File: src/rtl/lsu_pkg.sv
// Shared types and constants for the load/store requester and its lane aligner.
package lsu_pkg;

  localparam int unsigned LaneW     = 8;
  localparam int unsigned WordBytes = 4;
  localparam int unsigned LaneAw    = $clog2(WordBytes);

  typedef enum logic [1:0] {
    SIZE_B    = 2'b00,
    SIZE_H    = 2'b01,
    SIZE_W    = 2'b10,
    SIZE_RSVD = 2'b11
  } size_e;

  typedef enum logic [1:0] {
    IDLE      = 2'b00,
    LOAD_WAIT = 2'b01,
    RMW_MERGE = 2'b10,
    RESP      = 2'b11
  } state_e;

endpackage

File: src/rtl/lsu_lane_align.sv
// Byte-lane alignment: extracts/extends load data and merges sub-word store data
// into a full memory word.
module lsu_lane_align
  import lsu_pkg::*;
(
  input  logic [LaneAw-1:0] lane_i,
  input  logic [1:0]        size_i,
  input  logic              unsigned_i,
  input  logic [31:0]       rdata_i,
  input  logic [15:0]       wdata_i,
  output logic [31:0]       load_data_c,
  output logic [31:0]       merge_data_c
);

  logic [4:0]  shamt;
  logic [31:0] shifted;
  logic [31:0] mask;
  logic [31:0] wpos;
  logic        sign;

  always_comb begin
    shamt       = 5'(lane_i * LaneW);
    shifted     = rdata_i >> shamt;
    load_data_c = shifted;
    sign        = 1'b0;
    mask        = '0;
    case (size_e'(size_i))
      SIZE_B: begin
        sign        = ~unsigned_i & shifted[7];
        load_data_c = {{24{sign}}, shifted[7:0]};
        mask        = 32'h0000_00ff << shamt;
      end
      SIZE_H: begin
        sign        = ~unsigned_i & shifted[15];
        load_data_c = {{16{sign}}, shifted[15:0]};
        mask        = 32'h0000_ffff << shamt;
      end
      default: ;
    endcase
    // Only the masked lanes are replaced; the rest keep the freshly read word.
    wpos         = 32'(wdata_i) << shamt;
    merge_data_c = (rdata_i & ~mask) | (wpos & mask);
  end

endmodule

File: src/rtl/mem_lsu_rmw.sv
// Load/store requester for a single-port sync-read word memory; sub-word stores
// are done as read-modify-write, bad accesses are flagged without touching memory.
module mem_lsu_rmw
  import lsu_pkg::*;
#(
  parameter  int unsigned NumEntries = 31,
  parameter  int unsigned AddrWidth  = 32,
  localparam int unsigned MemAw      = $clog2(NumEntries)
) (
  input  logic                 clk_i,
  input  logic                 reset_ni,
  input  logic                 req_valid_i,
  output logic                 req_ready_o,
  input  logic                 req_we_i,
  input  logic [1:0]           req_size_i,
  input  logic                 req_unsigned_i,
  input  logic [AddrWidth-1:0] req_addr_i,
  input  logic [31:0]          req_wdata_i,
  output logic                 resp_valid_o,
  output logic [31:0]          resp_rdata_o,
  output logic                 resp_err_o,
  output logic                 mem_rd_valid_o,
  output logic [MemAw-1:0]     mem_rd_addr_o,
  input  logic [31:0]          mem_rd_data_i,
  output logic                 mem_wr_valid_o,
  output logic [MemAw-1:0]     mem_wr_addr_o,
  output logic [31:0]          mem_wr_data_o
);

  state_e              state_q, state_d;
  size_e               size_q, size_d;
  logic                unsigned_q, unsigned_d;
  logic [LaneAw-1:0]   lane_q, lane_d;
  logic [MemAw-1:0]    idx_q, idx_d;
  logic [15:0]         wdata_q, wdata_d;
  logic                err_q, err_d;

  logic [MemAw-1:0]    req_idx;
  logic [LaneAw-1:0]   req_lane;
  size_e               req_size;
  logic                req_err;
  logic [31:0]         load_data;
  logic [31:0]         merge_data;

  // Request address decode and access legality.
  always_comb begin
    req_idx  = req_addr_i[MemAw+1:2];
    req_lane = req_addr_i[LaneAw-1:0];
    req_size = size_e'(req_size_i);
    req_err  = (req_size == SIZE_RSVD)
             | ((req_size == SIZE_H) & req_addr_i[0])
             | ((req_size == SIZE_W) & (|req_addr_i[LaneAw-1:0]))
             | (32'(req_idx) >= NumEntries)
             | (|req_addr_i[AddrWidth-1:MemAw+2]);
  end

  lsu_lane_align u_align (
    .lane_i       (lane_q),
    .size_i       (size_q),
    .unsigned_i   (unsigned_q),
    .rdata_i      (mem_rd_data_i),
    .wdata_i      (wdata_q),
    .load_data_c  (load_data),
    .merge_data_c (merge_data)
  );

  always_comb begin
    state_d        = state_q;
    size_d         = size_q;
    unsigned_d     = unsigned_q;
    lane_d         = lane_q;
    idx_d          = idx_q;
    wdata_d        = wdata_q;
    err_d          = err_q;
    req_ready_o    = 1'b0;
    resp_valid_o   = 1'b0;
    resp_rdata_o   = '0;
    resp_err_o     = 1'b0;
    mem_rd_valid_o = 1'b0;
    mem_rd_addr_o  = req_idx;
    mem_wr_valid_o = 1'b0;
    mem_wr_addr_o  = idx_q;
    mem_wr_data_o  = merge_data;
    case (state_q)
      IDLE: begin
        req_ready_o = 1'b1;
        if (req_valid_i) begin
          size_d     = req_size;
          unsigned_d = req_unsigned_i;
          lane_d     = req_lane;
          idx_d      = req_idx;
          wdata_d    = req_wdata_i[15:0];
          err_d      = req_err;
          if (req_err) begin
            state_d = RESP;
          end else if (!req_we_i) begin
            mem_rd_valid_o = 1'b1;
            state_d        = LOAD_WAIT;
          end else if (req_size == SIZE_W) begin
            mem_wr_valid_o = 1'b1;
            mem_wr_addr_o  = req_idx;
            mem_wr_data_o  = req_wdata_i;
            state_d        = RESP;
          end else begin
            // Sub-word store: fetch the word first, merge next cycle.
            mem_rd_valid_o = 1'b1;
            state_d        = RMW_MERGE;
          end
        end
      end
      LOAD_WAIT: begin
        resp_valid_o = 1'b1;
        resp_rdata_o = load_data;
        state_d      = IDLE;
      end
      RMW_MERGE: begin
        mem_wr_valid_o = 1'b1;
        state_d        = RESP;
      end
      RESP: begin
        resp_valid_o = 1'b1;
        resp_err_o   = err_q;
        state_d      = IDLE;
      end
      default: state_d = IDLE;
    endcase
  end

  always_ff @(posedge clk_i or negedge reset_ni) begin
    if (!reset_ni) begin
      state_q    <= IDLE;
      size_q     <= SIZE_B;
      unsigned_q <= 1'b0;
      lane_q     <= '0;
      idx_q      <= '0;
      wdata_q    <= '0;
      err_q      <= 1'b0;
    end else begin
      state_q    <= state_d;
      size_q     <= size_d;
      unsigned_q <= unsigned_d;
      lane_q     <= lane_d;
      idx_q      <= idx_d;
      wdata_q    <= wdata_d;
      err_q      <= err_d;
    end
  end

endmodule

File: config.mk
export PLATFORM = sky130hd
export DESIGN_NAME = mem_lsu_rmw
export DESIGN_NICKNAME = d
export VERILOG_FILES = /design/src/rtl/lsu_pkg.sv /design/src/rtl/lsu_lane_align.sv /design/src/rtl/mem_lsu_rmw.sv
export SDC_FILE = /design/constraint.sdc
export NUM_CORES = 1
export LEC_CHECK = 0
export ABC_CLOCK_PERIOD_IN_PS = 3800
export CAP_MARGIN = 20
export CORE_ASPECT_RATIO = 0.8
export CORE_MARGIN = 10
export CORE_UTILIZATION = 39
export CTS_CLUSTER_DIAMETER = 80
export DETAILED_ROUTE_END_ITERATION = 16
export GPL_TIMING_DRIVEN = 1
export HOLD_SLACK_MARGIN = 0.03
export PLACE_DENSITY = 0.94
export SETUP_SLACK_MARGIN = 0.02
export SLEW_MARGIN = 30
export SYNTH_ARGS = -nofsm -noshare
export SYNTH_HDL_FRONTEND = slang
export SYNTH_SLANG_ARGS = --single-unit
File: constraint.sdc
create_clock -name clk_i -period 3.8 [get_ports clk_i]
set_input_delay 0.95 -clock clk_i [delete_from_list [all_inputs] [get_ports clk_i]]
set_output_delay 0.95 -clock clk_i [all_outputs]
set_load 0.005 [all_outputs]
# After elaboration in Yosys (flattened, before gate mapping)
# Index checks and enable logic that the tools add are counted.
# word_totals
register_bits	29
in_bits	103
output_inout_bits	79
word_cells	70
# classes
n_lt_le_gt_ge	1
n_eq_ne	8
shifts	4
mux	31
n_bitwise	13
n_reduce_logical	6
# op_table
op	count
32-bit two-way mux	6
32-bit case mux with 2 select lines	2
32-bit bitwise AND	2
32-bit NOT	1
32-bit OR	1
16-bit by 5-bit left shift with 32-bit output	1
16-bit by 5-bit left shift with 32-bit output, first input constant	1
8-bit by 5-bit left shift with 32-bit output, first input constant	1
32-bit by 5-bit >> shifter with 32-bit output	1
5-bit two-way mux	5
25-bit OR reduction	1
1-bit two-way mux	13
2-bit == test, second input constant	4
2-bit by 1-bit == test with 1-bit output, second input constant	3
2-bit two-way mux	3
2-bit case mux with 3 select lines	1
5-bit greater-or-equal comparator, second input constant	1
1-bit bitwise AND	4
2-bit logical NOT	2
1-bit OR	4
2-bit OR reduction	2
2-bit != test, second input constant	1
1-bit case mux with 2 select lines	1
2-bit AND reduction	1
1-bit NOT	1

# Depth between registers and ports, before layout
# logic_depth
word_depth	10
depth_mapped	7

# Modules after synthesis
# From an unflattened synthesis, not the netlist that was laid out.
# hier_totals
hier_cells	388
area_unflattened_um2	3270.6
# by_module_without_submodules
module	n_inst	cells_each	area_per_inst_um2	seq_area_each_um2
mem_lsu_rmw	1	173	1924.3	725.7
lsu_lane_align	1	215	1346.3	0.0

# Worst setup path before layout
# No wires, ideal clock.
# synth_path
path_type	input -> output
startpoint	in req_addr_i[7]
endpoint	out mem_wr_data_o[16]
arrival_ps	2528
t_required_ps	2850
setup_slack_ps	322
cell_stages	6
path_buffers	2
path_cell_list	nor4_1 -> o211ai_1 -> or4_4 -> buf_6 -> buf_6 -> mux2_4
# synth_between
elab_chain_len	5
# synth_rtl
element	line_no	text
from (decl)	mem_lsu_rmw.sv:17	input logic [AddrWidth-1:0] req_addr_i,
25-bit OR reduction	mem_lsu_rmw.sv:54	| (|req_addr_i[AddrWidth-1:MemAw+2]);
1-bit OR	mem_lsu_rmw.sv:54	
32-bit two-way mux	mem_lsu_rmw.sv:94	if (req_err) begin
32-bit two-way mux	mem_lsu_rmw.sv:87	if (req_valid_i) begin
32-bit two-way mux	mem_lsu_rmw.sv:84	case (state_q)
to (decl)	mem_lsu_rmw.sv:27	output logic [31:0] mem_wr_data_o
# Every way passes these cells.

# Worst setup path after layout
# layout_path
startpoint	in req_addr_i[27]
endpoint	out mem_wr_data_o[25]
# The elaborated chain is that of the path after synthesis.

==> results.sh <==
export IMPL_max_clock_path_buffers=2
export IMPL_ys_seq_area_share_pct=23.3
export IMPL_drive_gt1_share_pct=40.5
export IMPL_fillers=631
export IMPL_finalMaxSlewViolations=0
export IMPL_status="finished with violations"
export IMPL_grt_pass1_wl_mm=22.1
export IMPL_drt_wl_total_mm=14.7
export IMPL_vias=3732
export IMPL_dr_wl_met2_mm=7.42
export IMPL_drcViolationCount=0
export IMPL_timing_hold_ws_ns=0.508
export IMPL_async_flop_share_pct=100
export IMPL_synthFlopType="dfrtp_1"
export IMPL_ys_ff_latch=29
export IMPL_cpMaxStageDelayCell="or4_4"
export IMPL_synth_edf_count=0
export IMPL_crit_path_max_fanout=8
export IMPL_power_uw=3120
export IMPL_slowest_delay_ns=0.61
export IMPL_rows=29
export IMPL_n_antenna_cell=0
export IMPL_power_density_nw_per_um2=585
export IMPL_nNetsFinal=668
export IMPL_cts_sinks=29
export IMPL_grt_overflow_total=0
export IMPL_via_per_inst=5.54
export IMPL_port_buffers=181
export IMPL_ys_warn_count=0
export IMPL_grt_usage_pct=23.0
export IMPL_first_global_vias=3912
export IMPL_finalSetupViolations=1
export IMPL_drt_iter0_drc=272
export IMPL_critPathTopFamily="simple AND/OR/NAND/NOR gates"
export IMPL_placed_area_um2=5200
export IMPL_antenna_found_initial=0
export IMPL_start_util_pct=39.6
export IMPL_fp_dieW_um=120
export IMPL_max_slew_margin_pct=69.5
export IMPL_crit_buf_inv=5
export IMPL_end_kind="output port"
export IMPL_setup_ws_ns=-0.0910
export IMPL_critPathKind="in -> out"
export IMPL_clk_insertion_delay_late_ns=0.27
export IMPL_cts_buffers=5
export IMPL_finalClockSkew_ns=0.00434
export IMPL_netlist_instances=350
export IMPL_fin_crit_sh_pct=102
export IMPL_failed_checks="negative setup slack"
export IMPL_wl_met1_mm=5.35
export IMPL_timing_fmax_mhz=257
export IMPL_htree_num_levels=2
export IMPL_crit_chain="buf_6 -> nor4_2 -> nand3_2 -> or4_4 -> buf_12 -> buf_12 -> buf_6 -> mux2_4 -> buf_6"
export IMPL_place_congestion=0.860
export IMPL_hold_class="reg -> reg"
export IMPL_dp_hpwl_mm=11.1
export IMPL_leakage_uw=0.00257
export IMPL_ant_nets=0
export IMPL_worst_pin_slew_ns=0.457
export IMPL_wl_per_cell_um=21.8
export IMPL_ctsHoldBuffers=0
export IMPL_fp_dieH_um=100
export IMPL_ys_types=43
export IMPL_ir_drop_v=0.000293
export IMPL_avgSynthCellArea_um2=8.90
export IMPL_hold_viol=0
export IMPL_area_growth_pct=71.3
export IMPL_ios=182
export IMPL_rsz0062_at_grt="true"
export IMPL_die_area_um2=12000
export IMPL_maxUsedRoutingLayer="met4"
export IMPL_final_util_pct=67.8
export IMPL_start_kind="input pin"
export IMPL_final_area_um2=5340
export IMPL_crit_required_ns=2.85
export IMPL_tns_ns=-0.0910
export IMPL_critPathArrivalTime_ns=2.94
export IMPL_grt_max_degree=46
export IMPL_cp_common_cell="buf_6"
export IMPL_core_um2=7870
export IMPL_min_period_ns=3.89
export IMPL_syn_num_nets=453
export IMPL_met3WireLength_mm=1.21
export IMPL_path_clk_slew_ns=0.06
export IMPL_netlist_area_um2=3120
export IMPL_maxCapViolations=0
export IMPL_firstDrtPassIters=5
export IMPL_cts_tree="yes"
export IMPL_clock_root_buffer="clkbuf_8"
-- what timing repair did --
action | 4_1_cts | 5_1_grt
pin swaps | 16 | 8
hold endpoints to repair | 0 | 0
gates cloned | 1 | 0
endpoints found under the setup margin | 63 | 46
buffers inserted | 18 | 7
gates resized for setup | 267 | 47
-- worst reg2reg max path: stages (launching register included) --
cell,delay [ns]
dfrtp_1,0.50
nor3b_4,0.29
buf_4,0.16
buf_4,0.40
mux2_2,0.41
-- cell usage after synthesis, types with 2 or more instances --
master / instances / share of area, %
a211oi_1: 14 / 3.4
a21o_1: 8 / 1.9
a21oi_1: 13 / 2.1
and2_0: 2 / 0.40
and2_1: 4 / 0.80
buf_1: 5 / 0.60
buf_2: 5 / 0.80
buf_4: 5 / 1.2
buf_6: 3 / 1.1
clkbuf_1: 15 / 1.8
dfrtp_1: 29 / 23
inv_1: 19 / 2.3
mux2_2: 61 / 22
mux2_4: 19 / 9.2
mux2i_1: 17 / 5.5
nand2_1: 27 / 3.3
nand2b_1: 4 / 0.80
nand3b_1: 2 / 0.48
nor2_1: 13 / 1.6
nor2b_1: 8 / 1.6
nor3_1: 2 / 0.32
nor3_2: 2 / 0.64
nor4_1: 4 / 0.80
nor4_2: 2 / 0.80
o211ai_1: 2 / 0.48
o21ai_0: 39 / 6.3
o22ai_1: 9 / 1.8
o41ai_1: 2 / 0.56
-- flip-flops by register name, summed over array words and instances (netlist names) --
register	count
wdata_q	16
size_q	2
state_q	2
err_q	1
unsigned_q	1
idx_q	5
lane_q	2
-- metrics by stage --
stage               std cells  setup WS [ns]
floorplan                 350          0.322
CTS                       670        -0.0324
detailed placement        643         -0.595
global placement          643         -0.524
finish                    674        -0.0910
global route              674         -0.127
-- logic make-up after synthesis --
logic type,Yosys count,share of synthesized area [%]
AO/OA/AOI/OAI,90,17.3
multiplexers,98,37.4
buffers and inverters,52,7.79
AND/OR/NAND/NOR,81,14.3
flip-flops,29,23.3
-- layout make-up --
class / count / area (um2) / share of cell area (%)
Clock buffer: 8 / 80.1 / 1.50
Inverter: 19 / 71.3 / 1.34
Multi-Input combinational cell: 269 / 2240 / 42.0
Sequential cell: 29 / 727 / 13.6
Tap cell: 108 / 135 / 2.53
Timing Repair Buffer: 241 / 2080 / 39.0
-- report_power, final --
group	internal (uW)	switching (uW)
Sequential	456	158
Combinational	1220	1050
Clock	130	111
-- cell usage in the layout (no fill, tap or decap), types with 14 or more instances in the layout --
cell type / instances
clkdlybuf4s50_1: 79
buf_2: 34
mux2i_1: 17
a211oi_1: 14
mux2_4: 20
mux2_2: 60
dfrtp_1: 28
buf_6: 20
inv_1: 19
buf_4: 53
o21ai_0: 39
nand2_1: 27
dlygate4sd2_1: 26
-- path summary, 6_finish.rpt --
path	start	end	slack, ns	depth (start not counted)
hold reg to reg	idx_q[4]	idx_q[4]	0.51	1
max in group asynchronous	reset_ni	wdata_q[10]	2.63	2
setup reg to reg	state_q[0]	lane_q[1]	1.93	4
setup / recovery	req_addr_i[27]	mem_wr_data_o[25]	-0.09	9
hold / removal	idx_q[4]	idx_q[4]	0.51	1
min in group asynchronous	reset_ni	size_q[1]	0.62	1
-- routing by layer --
metal / vias to the layer above / track usage (%)
li1: 1699 / -
met1: 1782 / 24.8
met2: 193 / 40.7
met3: 58 / 6.45
met4: 0 / 12.0
met5: - / 0
Note: power is estimated with default switching activity, not from simulation.
